`src/rtl/mic_level_meter.sv`:
```
// Windowed microphone level meter: finds the peak deviation from the DC baseline
// over each window of samples and publishes a 4-bit level, a decaying peak hold and an LED bar.
module mic_level_meter #(
  parameter int WINDOW       = 4000,
  parameter int BASELINE     = 2048,
  parameter int HOLD_WINDOWS = 5
) (
  input  logic        clk,
  input  logic        reset,
  input  logic        sample_clk,
  input  logic [11:0] mic_in,
  output logic [3:0]  level,
  output logic        level_valid,
  output logic [10:0] peak_raw,
  output logic [3:0]  peak_hold,
  output logic [15:0] led
);

  localparam int CNT_W  = $clog2(WINDOW);
  localparam int HOLD_W = (HOLD_WINDOWS > 0) ? $clog2(HOLD_WINDOWS + 1) : 1;
  localparam logic [11:0]       BASE      = 12'(BASELINE);
  localparam logic [CNT_W-1:0]  LAST      = CNT_W'(WINDOW - 1);
  localparam logic [HOLD_W-1:0] HOLD_INIT = HOLD_W'(HOLD_WINDOWS);

  logic              rst_meta, rst;
  logic [2:0]        sclk_sync;
  logic              tick;
  logic [CNT_W-1:0]  cnt;
  logic [10:0]       run_max;
  logic [HOLD_W-1:0] hold_cnt;

  logic [11:0]       mag_wide;
  logic [10:0]       mag, win_peak;
  logic [3:0]        new_level, ph_next;
  logic [HOLD_W-1:0] hold_next;
  logic [15:0]       led_next;

  // NOTE: reset asserts asynchronously but releases on a clock edge so no flop sees
  // its reset removed near an active edge; everything downstream resets from rst.
  always_ff @(posedge clk or posedge reset) begin
    if (reset) {rst_meta, rst} <= 2'b11;
    else       {rst_meta, rst} <= {1'b0, rst_meta};
  end

  // Two synchroniser stages plus one history stage; tick is registered so it
  // lands three clocks after the raw rising edge.
  always_ff @(posedge clk or posedge rst) begin
    if (rst) begin
      sclk_sync <= '0;
      tick      <= 1'b0;
    end else begin
      sclk_sync <= {sclk_sync[1:0], sample_clk};
      tick      <= sclk_sync[1] & ~sclk_sync[2];
    end
  end

  always_comb begin
    mag_wide  = (mic_in >= BASE) ? (mic_in - BASE) : (BASE - mic_in);
    mag       = mag_wide[11] ? 11'h7FF : mag_wide[10:0];
    win_peak  = (mag > run_max) ? mag : run_max;
    new_level = win_peak[10:7];

    ph_next   = peak_hold;
    hold_next = hold_cnt;
    if (new_level >= peak_hold) begin
      ph_next   = new_level;
      hold_next = HOLD_INIT;
    end else if (hold_cnt != '0) begin
      hold_next = hold_cnt - HOLD_W'(1);
    end else begin
      // new_level < peak_hold here, so max(peak_hold-1, new_level) is peak_hold-1.
      ph_next = peak_hold - 4'd1;
    end

    led_next = '0;
    for (int i = 0; i < 16; i++)
      led_next[i] = (i < int'(new_level)) || ((ph_next != '0) && (i == int'(ph_next) - 1));
  end

  always_ff @(posedge clk or posedge rst) begin
    if (rst) begin
      cnt         <= '0;
      run_max     <= '0;
      hold_cnt    <= '0;
      level       <= '0;
      level_valid <= 1'b0;
      peak_raw    <= '0;
      peak_hold   <= '0;
      led         <= '0;
    end else begin
      level_valid <= 1'b0;
      if (tick) begin
        if (cnt == LAST) begin
          peak_raw    <= win_peak;
          level       <= new_level;
          level_valid <= 1'b1;
          peak_hold   <= ph_next;
          hold_cnt    <= hold_next;
          led         <= led_next;
          run_max     <= '0;
          cnt         <= '0;
        end else begin
          run_max <= win_peak;
          cnt     <= cnt + CNT_W'(1);
        end
      end
    end
  end

endmodule

```
`config.mk`:
```
export PLATFORM = sky130hd
export DESIGN_NAME = mic_level_meter
export DESIGN_NICKNAME = d
export VERILOG_FILES = /design/src/rtl/mic_level_meter.sv
export SDC_FILE = /design/constraint.sdc
export NUM_CORES = 1
export LEC_CHECK = 0
export CELL_PAD_IN_SITES_DETAIL_PLACEMENT = 1
export CELL_PAD_IN_SITES_GLOBAL_PLACEMENT = 1
export CORE_MARGIN = 1.5
export CORE_UTILIZATION = 42
export CTS_CLUSTER_DIAMETER = 200
export CTS_CLUSTER_SIZE = 24
export DETAILED_ROUTE_END_ITERATION = 10
export GPL_TIMING_DRIVEN = 0
export PLACE_DENSITY = 0.8
export SLEW_MARGIN = 30
export SYNTH_ARGS = -nofsm -noshare
export SYNTH_HDL_FRONTEND = slang
export SYNTH_SLANG_ARGS = --single-unit
export TNS_END_PERCENT = 20
```
`constraint.sdc`:
```
create_clock -name clk -period 2.7 [get_ports clk]
set_clock_uncertainty 0.2 [all_clocks]
set_input_delay 0.405 -clock clk [delete_from_list [all_inputs] [get_ports clk]]
set_output_delay 0.405 -clock clk [all_outputs]
set_load 0.02 [all_outputs]
```
==> flow_metrics.py, run 1 <==
metrics = {
    "run_status": {
        "status": "finished, violations left",
        "failed_checks": "negative setup slack",
    },
    "logic_synthesis": {
        "ys.flop_type": "dfrtp_1",
        "yosysUniqueCellTypes": 63,
        "seq_area_frac_synth_pct": 41.62,
        "synth.avg_cell_area_um2": 9.154,
        "synth_area_um2": 3854,
        "async_reset_ff_share_pct": 100.0,
        "ys_seq_elements": 64,
        "synthCells": 421,
        "synth_nets": 456,
        "yosysWarnings": 0,
        "synth_edf_count": 0,
    },
    "timing": {
        "min_period_ps": 4951,
        "fin_crit_sh_pct": 183.4,
        "postLayoutSetupSlackWorst_ps": -2251,
        "worstMarginPinSlew_ps": 779.4,
        "hold_viol_final": 0,
        "relSlewSlack_pct": 48.04,
        "finalSetupViolCount": 44,
        "clock.fmax_mhz": 202.0,
        "rsz0062_at_grt": "true",
        "holdWs_ps": 155.3,
        "finalMaxSlewViolations": 0,
    },
    "grt": {
        "grt_overflow_total": 0,
        "grt_max_degree": 50,
        "grt_pass1_wl_mm": 24.31,
        "grt.total_usage_pct": 32.49,
        "grt_pass1_vias": 4383,
        "antenna_found_initial": 0,
    },
    "routing": {
        "firstDrtPassIters": 5,
        "drcViolationCount": 0,
        "viasPerCell": 6.431,
        "drt-total-wl_mm": 18.12,
        "avgRoutedWirePerCell_um": 27.66,
        "vias": 4212,
        "ant_nets": 0,
        "dr.first_iter.drc_count": 304,
    },
    "worst_setup_path": {
        "worstPathRequired_ps": 2790,
        "arrival_ps": 5040,
        "rrSetupSlack_ps": -1650,
        "critPathSlowestCell": "or4b_4",
        "setup.worst_path.start_class": "input pin",
        "crit_fanout": 5,
        "crit_type": "input pin to flip-flop",
        "slowest_delay_ps": 530,
        "crit_chain": "clkdlybuf4s15_2, nor2_4, a31oi_1, xnor2_1, o21ai_4, ha_4, nand4_1, a211oi_4, a2111oi_4, buf_6, o21ai_4, nand2_2, buf_8, ha_4, or2_4, a21oi_4, a21o_4, mux2_4, or4b_4, a21oi_2",
        "cp-end-kind": "flip-flop",
    },
    "power": {
        "p_per_area_nw_per_um2": 714.0,
        "peakVddDrop_v": 0.0004476,
        "p_leak_nw": 2.516,
    },
    "finish": {
        "area_growth_pct": 55.16,
        "stdcell_area_um2": 5979,
        "fillers": 908,
        "antenna_cells": 0,
        "drive_above_1_share_pct": 39.12,
        "final_cells": 655,
        "final_nets": 577,
    },
    "placed_design": {
        "placedCellCount": 580,
        "hpwl_mm": 8.026,
        "dp_slack_ps": -3505,
        "gp_congestion": 0.8563,
        "portBuffers": 50,
        "dpl_cell_area_um2": 4636,
    },
    "clock_tree": {
        "cts_buffers": 9,
        "clock_latency_ps": 370,
        "htree_levels": 3,
        "clockBufferDepth": 2,
        "clockRootBuffer": "clkbuf_8",
        "clkTransAtPathRegs_ps": 90,
        "cts_tree": "yes",
        "cts.sinks": 64,
    },
    "floorplan": {
        "rows": 34,
        "die_height_um": 98.79,
        "die_w_um": 98.79,
        "io-pin-count": 51,
        "fp.dieArea_um2": 9759,
        "core_area_um2": 8806,
        "start_util_pct": 43.76,
    },
    "min_path": {
        "hp-class": "flip-flop to flip-flop",
    },
    "flow_run": {
        "drv_cap": 0,
    },
}
-- Yosys cell counts (7+ instances only) --
master / number / share of area, %
nor3_1: 12 / 1.6
ha_1: 20 / 6.5
a21oi_1: 34 / 4.4
dfrtp_1: 62 / 40
nand4_1: 8 / 1.3
xnor2_1: 9 / 2.0
nand2_1: 42 / 4.1
nand3_1: 9 / 1.2
nor2_1: 40 / 3.9
o21ai_0: 31 / 4.0
nand2b_1: 7 / 1.1
and2_1: 10 / 1.6
inv_1: 26 / 2.5
clkbuf_1: 12 / 1.2
-- timing repair --
item                                    CTS  global route
gates cloned                              1             1
hold buffers                              1             0
pin swaps                                46            21
gates resized for setup                 158            56
buffers inserted                         42            14
endpoints found under the setup margin   50            50
endpoints found under the hold margin    13             0
-- placed cells by master (no fill, tap or decap), types with 5 or more instances in the layout --
cell,instances
o21ai_1,9
clkbuf_1,6
inv_1,23
nand3_1,9
nor3_1,7
a21oi_2,18
nand4_1,8
clkbuf_8,10
ha_4,9
buf_4,48
ha_1,11
xor2_1,5
nor2_1,33
nand2_1,34
clkdlybuf4s50_1,38
and2_1,9
o21ai_2,10
xnor2_1,8
o21ai_0,9
o21ai_4,6
a21oi_1,13
dfrtp_1,62
buf_6,17
-- cell families after synthesis --
family	Yosys count	synth area share, %
compound gates	111	20.13
xor+xnor	14	3.182
fa+ha+maj	20	6.494
buf+inv	46	5.130
flops	64	41.62
mux	4	1.428
other cells	1	0.09731
simple gates	161	21.92
-- metal layers --
layer / share of wire [%] / vias to the layer above / global-route usage (%)
met5: 0 / - / 0
met1: 38 / 2120 / 39.77
li1: - / 1740 / -
met2: 49 / 239 / 54.48
met4: 7.5 / 0 / 17.47
met3: 5.5 / 113 / 5.887
-- state kept, by name, indices dropped and copies added, names as in the netlist --
signal       count
level_valid      1
tick             1
rst              1
sclk_sync        3
run_max         11
level            4
peak_hold        4
rst_meta         1
peak_raw         7
led             16
cnt             12
hold_cnt         3
-- through the flow --
stage / setup TNS [ps] / utilization [%] / power, mW
finish: -62040 / 67.90 / 4.270
floorplan: -49240 / - / 2.049
detailed placement: -109020 / 52.64 / 2.402
global route: -65760 / 67.90 / 4.412
CTS: -44990 / 64.05 / 3.750
global placement: -110600 / 52.30 / 2.329
-- worst max-delay path: cells and delay by family --
family	cells	cell delay, ps
mux	1	340
buf+inv	3	580
compound gates	8	1470
fa+ha+maj	2	520
xor+xnor	1	360
simple gates	5	1340
-- final cells by class --
type                       count  area, um2  share of cell area [%]
clock inverter                 6      45.04                  0.7533
inverter                      26      102.6                   1.716
clock buffer                  10      127.6                   2.134
sequential                    64       1604                   26.83
timing repair buffer         110       1044                   17.45
buffer                        20      165.2                   2.762
multi-input combinational    311       2756                   46.10
tap                          108      135.1                   2.260
-- final timing paths --
kind                               from  cells past startpoint           end
setup / recovery              mic_in[5]                     20       led[11]
hold / removal             sclk_sync[0]                      0  sclk_sync[1]
setup reg to reg             run_max[9]                     16       led[11]
hold reg to reg            sclk_sync[0]                      0  sclk_sync[1]
max in group asynchronous           rst                      3        led[6]
min in group asynchronous         reset                      2           rst
-- report_power, final --
group | total, mW | switching (mW) | internal (mW)
clock network | 0.788 | 0.449 | 0.338
logic | 2.29 | 1.30 | 0.989
registers | 1.19 | 0.121 | 1.07
total | 4.27 | 1.87 | 2.40
Power figures use the tool's default switching activity.
==> run 2: changes to the inputs <==
--- a/config.mk
+++ b/config.mk
@@ -14,6 +14,7 @@
 export DETAILED_ROUTE_END_ITERATION = 10
 export GPL_TIMING_DRIVEN = 0
 export PLACE_DENSITY = 0.8
+export SETUP_SLACK_MARGIN = 0.05
 export SLEW_MARGIN = 30
 export SYNTH_ARGS = -nofsm -noshare
 export SYNTH_HDL_FRONTEND = slang
==> flow_metrics.py, run 2 (synthesis gave the netlist of run 1 again) <==
metrics = {
    "run_status": {
        "status": "finished, violations left",
        "failed_checks": "negative setup slack",
    },
    "clock_tree": {
        "clkTransAtPathRegs_ps": 90,
        "clock_latency_ps": 370,
        "cts_tree": "yes",
        "clockBufferDepth": 2,
        "cts_buffers": 9,
        "cts.sinks": 64,
        "clockRootBuffer": "clkbuf_8",
        "htree_levels": 3,
    },
    "worst_setup_path": {
        "setup.worst_path.start_class": "input pin",
        "crit_chain": "dlygate4sd2_1, clkbuf_8, clkbuf_4, o21ai_1, o31ai_2, ha_1, nand4_1, a211oi_4, a2111oi_4, buf_6, o21ai_4, nand2_2, buf_8, ha_4, or2_4, a21oi_4, a21oi_4, a211oi_4, a31oi_4, buf_6, or4b_4, a21oi_2",
        "worstPathRequired_ps": 2800,
        "cp-end-kind": "flip-flop",
        "arrival_ps": 4900,
        "crit_type": "input pin to flip-flop",
        "critPathSlowestCell": "or4b_4",
        "critical-path-top-delay-family": "compound AO/OA/AOI/OAI gates",
        "worstPathBufferInverterCount": 6,
        "slowest_delay_ps": 490,
        "crit_fanout": 10,
    },
    "finish": {
        "antenna_cells": 0,
        "drive_above_1_share_pct": 39.01,
        "final_nets": 576,
        "area_growth_pct": 55.45,
        "utilization_pct": 68.03,
        "final_common_cell": "dfrtp_1",
        "final_cell_mix": "62 x dfrtp_1, 50 x buf_4, 38 x clkdlybuf4s50_1, 35 x nand2_1, 33 x nor2_1",
        "reg_top3": "led (16), cnt (12), run_max (11)",
        "regMostFlops": "led",
        "largest_reg_flops": 16,
        "final_cells": 654,
    },
    "routing": {
        "viasPerCell": 6.439,
        "drcViolationCount": 0,
        "vias": 4211,
        "dr.first_iter.drc_count": 371,
        "firstDrtPassIters": 5,
        "ant_nets": 0,
        "drt-total-wl_mm": 18.06,
        "avgRoutedWirePerCell_um": 27.61,
    },
    "timing": {
        "clock.fmax_mhz": 208.1,
        "finalMaxSlewViolations": 0,
        "rsz0062_at_grt": "true",
        "postLayoutSetupSlackWorst_ps": -2105,
        "min_period_ps": 4805,
        "worstMarginPinSlew_ps": 773.3,
        "relSlewSlack_pct": 48.45,
        "finalSetupViolCount": 45,
        "hold_viol_final": 0,
        "final.setup.tns_ps": -57630,
        "fin_crit_sh_pct": 178.0,
    },
    "grt": {
        "grt_overflow_total": 0,
        "grt_pass1_wl_mm": 24.31,
        "grt_pass1_vias": 4383,
        "antenna_found_initial": 0,
        "grt.total_usage_pct": 32.49,
        "grt_max_degree": 50,
    },
    "floorplan": {
        "die_w_um": 98.79,
        "io-pin-count": 51,
        "die_height_um": 98.79,
        "rows": 34,
        "start_util_pct": 43.76,
        "core_area_um2": 8806,
        "fp.dieArea_um2": 9759,
    },
    "power": {
        "p_leak_nw": 2.516,
        "p_per_area_nw_per_um2": 729.7,
        "peakVddDrop_v": 0.0003953,
    },
    "placed_design": {
        "portBuffers": 50,
        "dp_slack_ps": -3505,
        "hpwl_mm": 8.026,
        "placedCellCount": 580,
        "gp_congestion": 0.8563,
    },
    "flow_run": {
        "drv_cap": 0,
    },
    "min_path": {
        "hp-class": "flip-flop to flip-flop",
    },
}
## run 2: power breakdown
part	leakage, nW	internal, mW	switching, mW
Combinational	1.67	1.04	1.34
Clock	0.0906	0.339	0.456
Sequential	0.752	1.07	0.125
## run 2: timing repair
action	CTS	global route
gates resized for setup	158	58
gates cloned	1	0
hold endpoints to repair	13	0
endpoints found under the setup margin	50	51
hold buffers	1	0
setup buffers	42	14
pin swaps	46	27
## run 2: layer usage
metal	global-route usage (%)	vias to the layer above	routed length (um)
met5	0	-	0
met4	17.47	0	944
met3	5.887	88	1054
met2	54.48	237	8911
met1	39.77	2146	7148
li1	-	1740	-
## run 2: cell type report
| cell class | instances | area, um2 |
|---|---|---|
| inverters | 26 | 102.6 |
| clock inverters | 6 | 45.04 |
| clock buffers | 10 | 127.6 |
| flip-flops and latches | 64 | 1604 |
| multi-input cells | 311 | 2788 |
| plain buffers | 20 | 170.2 |
| repair buffers | 109 | 1018 |
| fillers | 912 | 2815 |
| well taps | 108 | 135.1 |
## run 2: final timing paths
kind | from | end | slack, ps | cells after the start
min in group asynchronous | reset | rst | 170 | 2
min reg2reg | sclk_sync[0] | sclk_sync[1] | 150 | 0
max reg2reg | run_max[8] | led[0] | -1500 | 19
max | mic_in[11] | led[0] | -2110 | 22
max in group asynchronous | rst | hold_cnt[2] | 1190 | 3
min | sclk_sync[0] | sclk_sync[1] | 150 | 0
## run 2: stage by stage
step	power [mW]	hold WS (ps)	area [um2]
after floorplan	2.049	116.5	3970
after global placement	2.329	132.1	4606
after detailed placement	2.402	-20.39	4636
after CTS	3.750	158.6	5640
after global routing	4.501	166.9	5991
final	4.372	155.0	5991
## run 2: worst reg2reg max path: cells and delay by family, from the launching register on
kind	cells	cell delay (ps)
DFF	1	470
adders and majority gates	2	500
and+or+nand+nor	5	1170
buffers and inverters	6	950
AOI/OAI and AO/OA	6	860
==> run 3: changes to the inputs <==
--- a/config.mk
+++ b/config.mk
@@ -7,7 +7,7 @@
 export LEC_CHECK = 0
 export CELL_PAD_IN_SITES_DETAIL_PLACEMENT = 1
 export CELL_PAD_IN_SITES_GLOBAL_PLACEMENT = 1
-export CORE_MARGIN = 1.5
+export CORE_ASPECT_RATIO = 2
 export CORE_UTILIZATION = 42
 export CTS_CLUSTER_DIAMETER = 200
 export CTS_CLUSTER_SIZE = 24
==> flow_metrics.py, run 3 (synthesis gave the netlist of run 1 again) <==
metrics = {
    "run_status": {
        "status": "finished, violations left",
        "failed_checks": "negative setup slack",
    },
    "grt": {
        "grt_pass1_wl_mm": 23.36,
        "grt.total_usage_pct": 32.20,
        "antenna_found_initial": 0,
        "grt_max_degree": 34,
        "grt_overflow_total": 0,
        "grt_pass1_vias": 4458,
    },
    "finish": {
        "final_cell_mix": "62 x dfrtp_1, 54 x buf_4, 38 x clkdlybuf4s50_1, 36 x nand2_1, 33 x nor2_1",
        "antenna_cells": 0,
        "drive_above_1_share_pct": 36.70,
        "utilization_pct": 67.96,
        "regMostFlops": "led",
        "reg_top3": "led (16), cnt (12), run_max (11)",
        "final_common_cell": "dfrtp_1",
        "largest_reg_flops": 16,
        "final_nets": 575,
        "area_growth_pct": 57.86,
        "final_cells": 647,
    },
    "clock_tree": {
        "cts_tree": "yes",
        "cts.sinks": 64,
        "htree_levels": 3,
        "clockRootBuffer": "clkbuf_16",
        "cts_buffers": 9,
        "clkTransAtPathRegs_ps": 60,
        "clockBufferDepth": 2,
        "clock_latency_ps": 340,
        "cts_hold_buf": 0,
    },
    "routing": {
        "avgRoutedWirePerCell_um": 28.01,
        "ant_nets": 0,
        "drt-total-wl_mm": 18.12,
        "firstDrtPassIters": 4,
        "viasPerCell": 6.318,
        "dr.first_iter.drc_count": 286,
        "vias": 4088,
        "drcViolationCount": 0,
    },
    "timing": {
        "final.setup.tns_ps": -62210,
        "min_period_ps": 4986,
        "finalMaxSlewViolations": 0,
        "worstMarginPinSlew_ps": 711.9,
        "finalSetupViolCount": 44,
        "postLayoutSetupSlackWorst_ps": -2286,
        "fin_crit_sh_pct": 184.7,
        "clock.fmax_mhz": 200.6,
        "hold_viol_final": 0,
        "rsz0062_at_grt": "true",
        "relSlewSlack_pct": 52.54,
    },
    "power": {
        "p_per_area_nw_per_um2": 796.5,
        "peakVddDrop_v": 0.0005116,
        "p_leak_nw": 2.578,
    },
    "min_path": {
        "hp-class": "flip-flop to async pin",
    },
    "worst_setup_path": {
        "arrival_ps": 5050,
        "setup.worst_path.start_class": "input pin",
        "cp-end-kind": "flip-flop",
        "worstPathRequired_ps": 2760,
        "crit_fanout": 5,
        "crit_type": "input pin to flip-flop",
    },
    "floorplan": {
        "die_height_um": 137.5,
        "start_util_pct": 43.05,
        "rows": 49,
        "core_area_um2": 8951,
        "io-pin-count": 51,
        "fp.dieArea_um2": 9585,
        "die_w_um": 69.73,
    },
    "placed_design": {
        "gp_congestion": 0.8260,
        "hpwl_mm": 8.634,
        "portBuffers": 50,
        "placedCellCount": 574,
    },
    "flow_run": {
        "drv_cap": 0,
    },
}
[run 3: changes by cell type in the layout (fill, tap and decap cells not counted), moves of 3 or more]
| cell | before | now |
|---|---|---|
| o21ai_1 | 7 | 10 |
| clkbuf_16 | 1 | 11 |
| a21oi_2 | 17 | 14 |
| bufinv_16 | 0 | 3 |
| buf_4 | 50 | 54 |
| clkbuf_8 | 10 | 2 |
| o21ai_2 | 9 | 6 |
| buf_6 | 13 | 6 |
| a21oi_1 | 13 | 16 |
[run 3: final timing paths]
path                              start      endpoint  slack (ps)  depth (start not counted)
setup / recovery              mic_in[1]        led[0]       -2290                         23
hold / removal                      rst   peak_raw[6]          50                          1
setup reg to reg             run_max[8]        led[0]       -1820                         17
hold reg to reg                     rst   peak_raw[6]          50                          1
max in group asynchronous           rst       led[14]        1710                          2
min in group clk           sclk_sync[0]  sclk_sync[1]         160                          0
[run 3: power by group]
group | switching, mW | internal, mW
Clock | 0.456 | 0.900
Combinational | 1.33 | 0.959
Sequential | 0.126 | 1.08
[run 3: area by class of cell]
cell class                 count  area (um2)
multi-input combinational    311        2724
tap                          102       127.6
sequential                    64        1604
clock inverter                 6       108.9
timing repair buffer         108       994.7
inverter                      26       117.6
buffer                        20       177.7
fill                         927        2868
clock buffer                  10       229.0
[run 3: repair_timing]
action / in CTS / in global routing
cloned: 1 / 1
endpoints found under the setup margin: 50 / 50
gates resized for setup: 123 / 76
pin swaps: 34 / 32
hold endpoints to repair: 0 / 0
buffers inserted: 39 / 18
[run 3: stage by stage]
step	area, um2	setup slack [ps]	total power [mW]	hold slack, ps
finish	6083	-2286	4.845	48.53
global placement	4598	-3439	2.341	134.1
CTS	5614	-2000	4.178	66.56
floorplan	3970	-2014	2.049	116.5
global route	6083	-2399	4.977	92.05
detailed placement	4621	-3519	2.409	61.08
[run 3: critical path, cell delays in order]
cell	delay [ps]
buf_8	110
inv_6	50
ha_4	130
nor4b_4	360
buf_4	210
a211oi_4	60
a221oi_4	260
ha_4	210
nand4_1	230
a211oi_4	390
a2111oi_4	100
buf_6	160
o21ai_4	230
a21boi_4	340
ha_4	170
inv_1	80
o21ai_4	210
a21oi_4	120
a211oi_4	290
a31oi_4	90
buf_6	150
or4b_4	520
a21oi_2	150
[run 3: layer usage]
layer | GRT usage, % | part of all wire, % | up-vias
met5 | 0 | 0 | -
met4 | 28.11 | 8.0 | 0
li1 | - | - | 1740
met1 | 29.16 | 34 | 2039
met2 | 61.38 | 55 | 206
met3 | 4.316 | 3.8 | 103
==> edit 1, RTL diff (config.mk and constraints of run 1) <==
Register the input `mic_in` before use. The logic sees it one clock later.
--- a/src/rtl/mic_level_meter.sv
+++ b/src/rtl/mic_level_meter.sv
@@ -23,2 +23,8 @@
   localparam logic [HOLD_W-1:0] HOLD_INIT = HOLD_W'(HOLD_WINDOWS);
+
+  logic [11:0] mic_q;
+
+  always_ff @(posedge clk) begin
+    mic_q <= mic_in;
+  end
 
@@ -57,3 +63,3 @@
   always_comb begin
-    mag_wide  = (mic_in >= BASE) ? (mic_in - BASE) : (BASE - mic_in);
+    mag_wide  = (mic_q >= BASE) ? (mic_q - BASE) : (BASE - mic_q);
     mag       = mag_wide[11] ? 11'h7FF : mag_wide[10:0];
Formal check against the unedited RTL: same outputs for any inputs over 10 cycles, from zero or initial values and one cycle with reset high; that may be too few to reach the edited logic, so the function may still have changed.
==> edit 1 against run 1 <==
Setup slack worse by 0.35 ns. Design area up 0.21%. Area after synthesis up 2.0%. Cell count down 0.31%. Largest cell class unchanged. The flow still finishes with violations (setup timing). Non-clock buffer count up 3. Total power up 9.7%. Critical path type is now reg -> reg. Sequential cell count up 12. Wire length down 3.6%. Fmax down 6.7%.
==> edit 1: results (changes against run 1) <==
dp.cells: 576  # was 580
firstDrtPassIters: 5  # unchanged
clkCellAreaFrac_pct: 3.19  # was 2.89%
htree_levels: 3  # unchanged
regArea_sq_um: 1860  # was 1600 sq um
hold_slack_ns: 0.0133  # was 0.155 ns
synth.area.top_cells: "dfrtp_1, ha_1, dfxtp_1"  # was dfrtp_1, ha_1, a21oi_1
place_hpwl_um: 7520  # was 8030 um
cp.arrival_ns: 5.41  # was 5.04 ns
synthArstFlopShare_pct: 84.2  # was 100%
p_leak_nw: 2.58  # was 2.52 nW
peakVddDrop_v: 0.000489  # was 0.000448 V
syn_inst: 414  # was 421
reg2reg_depth: 21  # was 16
crit_start: "mic_q[1]$_DFF_P_"  # was mic_in[5]
nonClockBufferCount: 133  # was 130
hold_path.class: "reg -> async"  # was reg -> reg
setup_viol_count_final: 51  # was 44
grt_max_degree: 45  # was 50
reg.largest.list: "led (16), cnt (12), mic_q (12)"  # was led (16), cnt (12), run_max (11)
final_nets: 572  # was 577
drt-vias-per-instance: 6.38  # was 6.43
place_ws_ns: -3.05  # was -3.50 ns
grt_pass1_wl_um: 22500  # was 24300 um
gp_congestion: 0.802  # was 0.856
tns_ns: -75.88  # was -62.04 ns
crit_fanout: 6  # was 5
syn_nets: 449  # was 456
violations: "setup timing"  # unchanged
wl_um: 17500  # was 18100 um
final_util_pct: 65.5  # was 67.9%
outcome: "finished with violations"  # unchanged
slowest_stage: "or4_4"  # was or4b_4
rr_startpoint: "mic_q[1]$_DFF_P_"  # was run_max[9]$_DFFE_PP0P_
drive_above_1_share_pct: 34.7  # was 39.1%
p_seq_mw: 1.41  # was 1.19 mW
placed_cell_area_sq_um: 4660  # was 4640 sq um
synth_common_cells: "dfrtp_1, nor2_1, nand2_1"  # was dfrtp_1, nand2_1, nor2_1
buf_share_pct: 20.4  # was 20.2%
synth.avg_cell_area_sq_um: 9.50  # was 9.15 sq um
cts_resized: 87  # was 158
fillers: 978  # was 908
tightest_slew_ns: 0.625  # was 0.779 ns
setup_ws_ns: -2.60  # was -2.25 ns
cts.sinks: 76  # was 64
p_comb_mw: 2.35  # was 2.29 mW
multi_input_area_share_pct: 41.4  # was 46.1%
yosysUniqueCellTypes: 58  # was 63
grt_pass1_vias: 4216  # was 4383
switching_share_pct: 41.8  # was 43.8%
multi_input_cells: 291  # was 311
p_int_mw: 2.73  # was 2.40 mW
wl_per_cell_um: 26.7  # was 27.7 um
yosysSeqAreaShare_pct: 46.9  # was 41.6%
drtIter0Drc: 288  # was 304
postCtsSetupRepairBufs: 41  # was 42
track_usage_pct: 29.9  # was 32.5%
worstSetupEndpoint: "led[10]$_DFFE_PP0P_"  # was led[11]$_DFFE_PP0P_
critPathMaxStageDelay_ns: 0.56  # was 0.53 ns
inv_count: 26  # unchanged
## edit 1: changes by cell type after synthesis, sizes merged, moves of 5 or more
cell,delta
dfxtp,+12
and2,-8
nand2,-8
a21oi,-6
or4,+6
a211oi,-5
nand4,+5
## edit 1: layer usage
metal  GRT usage (%)  share of wire (%)  vias up
met5               0                  0        -
met4            18.3                6.3        0
met3            5.69                5.9      103
met2            51.0                 50      253
met1            34.6                 38     2086
li1                -                  -     1725
## edit 1: cell families (layout without fill, tap and decap cells)
family | count (synthesis) | count (layout) | synth area share [%]
AND/OR/NAND/NOR | 142 | 142 | 18.8
AO/OA/AOI/OAI | 108 | 108 | 18.0
flip-flops | 76 | 76 | 46.9
buffers and inverters | 47 | 175 | 5.06
adder cells (fa/ha/maj) | 20 | 20 | 6.37
XOR/XNOR | 16 | 16 | 3.56
multiplexers | 4 | 4 | 1.21
other | 1 | 1 | 0.0954
==> edit 2, RTL diff (settings of run 1) <==
Made on the original files. The parameter `HOLD_WINDOWS` goes from 5 to 4.
--- a/src/rtl/mic_level_meter.sv
+++ b/src/rtl/mic_level_meter.sv
@@ -5,3 +5,3 @@
   parameter int BASELINE     = 2048,
-  parameter int HOLD_WINDOWS = 5
+  parameter int HOLD_WINDOWS = 4
 ) (
Function: no difference found for any inputs over 10 cycles, from zero or initial values and one cycle with reset high; that may be too few to reach the edited logic, so the function may still have changed.
==> edit 2 against run 1 <==
The run still ends with setup timing left. Wire length fell by 8.2%. Area after synthesis fell by 2.6%. Design area fell by 4.2%. Global-route usage rose by 1.6 points. Combinational power fell by 3%. Clock power rose by 27%. Setup slack got worse by 0.0075 ns. Sequential cell count did not move. Fmax fell by 0.15%. Total power rose by 4.6%. Worst hold slack got worse by 0.12 ns. First-iteration DRC count fell by 13%. Critical endpoint is now led[0]$_DFFE_PP0P_. Highest routed layer unchanged.
==> edit 2: results (changes against run 1) <==
setup_viol_count_final: 44  # unchanged
drive_above_1_share_pct: 35.8  # was 39.1%
p_leak_nw: 2.41  # was 2.52 nW
p_seq_mw: 1.23  # was 1.19 mW
yosysSeqAreaShare_pct: 42.7  # was 41.6%
grtUsageMet3_pct: 6.69  # was 5.89%
slowest_stage: "or4_4"  # was or4b_4
reg2reg_to: "led[0]$_DFFE_PP0P_"  # was led[11]$_DFFE_PP0P_
worstSetupEndpoint: "led[0]$_DFFE_PP0P_"  # was led[11]$_DFFE_PP0P_
crit_fanout: 7  # was 5
hold_path.class: "reg -> async"  # was reg -> reg
tns_ns: -64.56  # was -62.04 ns
setup_ws_ns: -2.26  # was -2.25 ns
cp.arrival_ns: 5.05  # was 5.04 ns
die_x_um: 97.5  # was 98.8 um
grt_pass1_wl_um: 25100  # was 24300 um
grt.met2_usage_pct: 57.5  # was 54.5%
synth.avg_cell_area_sq_um: 9.00  # was 9.15 sq um
met1_usage_pct: 40.0  # was 39.8%
synth_fa_ha_area_share_pct: 6.67  # was 6.49%
grt_pass1_vias: 4453  # was 4383
synth.area.mux_share_pct: 1.10  # was 1.43%
synth_common_cells: "dfrtp_1, o21ai_0, nand2_1, nor2_1, inv_1"  # was dfrtp_1, nand2_1, nor2_1
outcome: "finished with violations"  # unchanged
gp_congestion: 0.859  # was 0.856
synth_xor_area_share_pct: 3.03  # was 3.18%
dp.cells: 577  # was 580
drtIter0Drc: 266  # was 304
peakVddDrop_v: 0.000424  # was 0.000448 V
violations: "setup timing"  # unchanged
hold_slack_ns: 0.0370  # was 0.155 ns
placed_cell_area_sq_um: 4540  # was 4640 sq um
rr_startpoint: "run_max[7]$_DFFE_PP0P_"  # was run_max[9]$_DFFE_PP0P_
track_usage_pct: 34.1  # was 32.5%
switchingPower_mw: 1.87  # about the same
wl_per_cell_um: 25.8  # was 27.7 um
place_ws_ns: -3.35  # was -3.50 ns
edit 2: cell types whose count changed in the layout (fill, tap and decap cells not counted), moves of 4 or more:
cell	change
o21ai_1	+6
inv_1	+5
and2_1	-8
nand4_1	+4
a21oi_2	-8
nand2_1	-4
nand3_1	-6
edit 2: per-layer routing:
metal	vias to the layer above	wire (um)
met5	-	0
met4	0	1020
met3	99	892
met2	203	8220
met1	2054	6490
li1	1726	-
edit 2: cell type report:
type	count	area, sq um
flip-flops and latches	64	1600
plain buffers	15	105
inverters	35	139
repair buffers	104	950
clock inverters	6	92.6
well taps	108	135
clock buffers	10	138
multi-input cells	302	2560
fillers	936	2950
edit 2: what timing repair did:
action / 4_1_cts / 5_1_grt
cloned: 1 / 0
gates resized for setup: 126 / 69
setup buffers: 36 / 15
setup endpoints to repair: 44 / 47
pin swaps: 42 / 34
endpoints found under the hold margin: 0 / 0
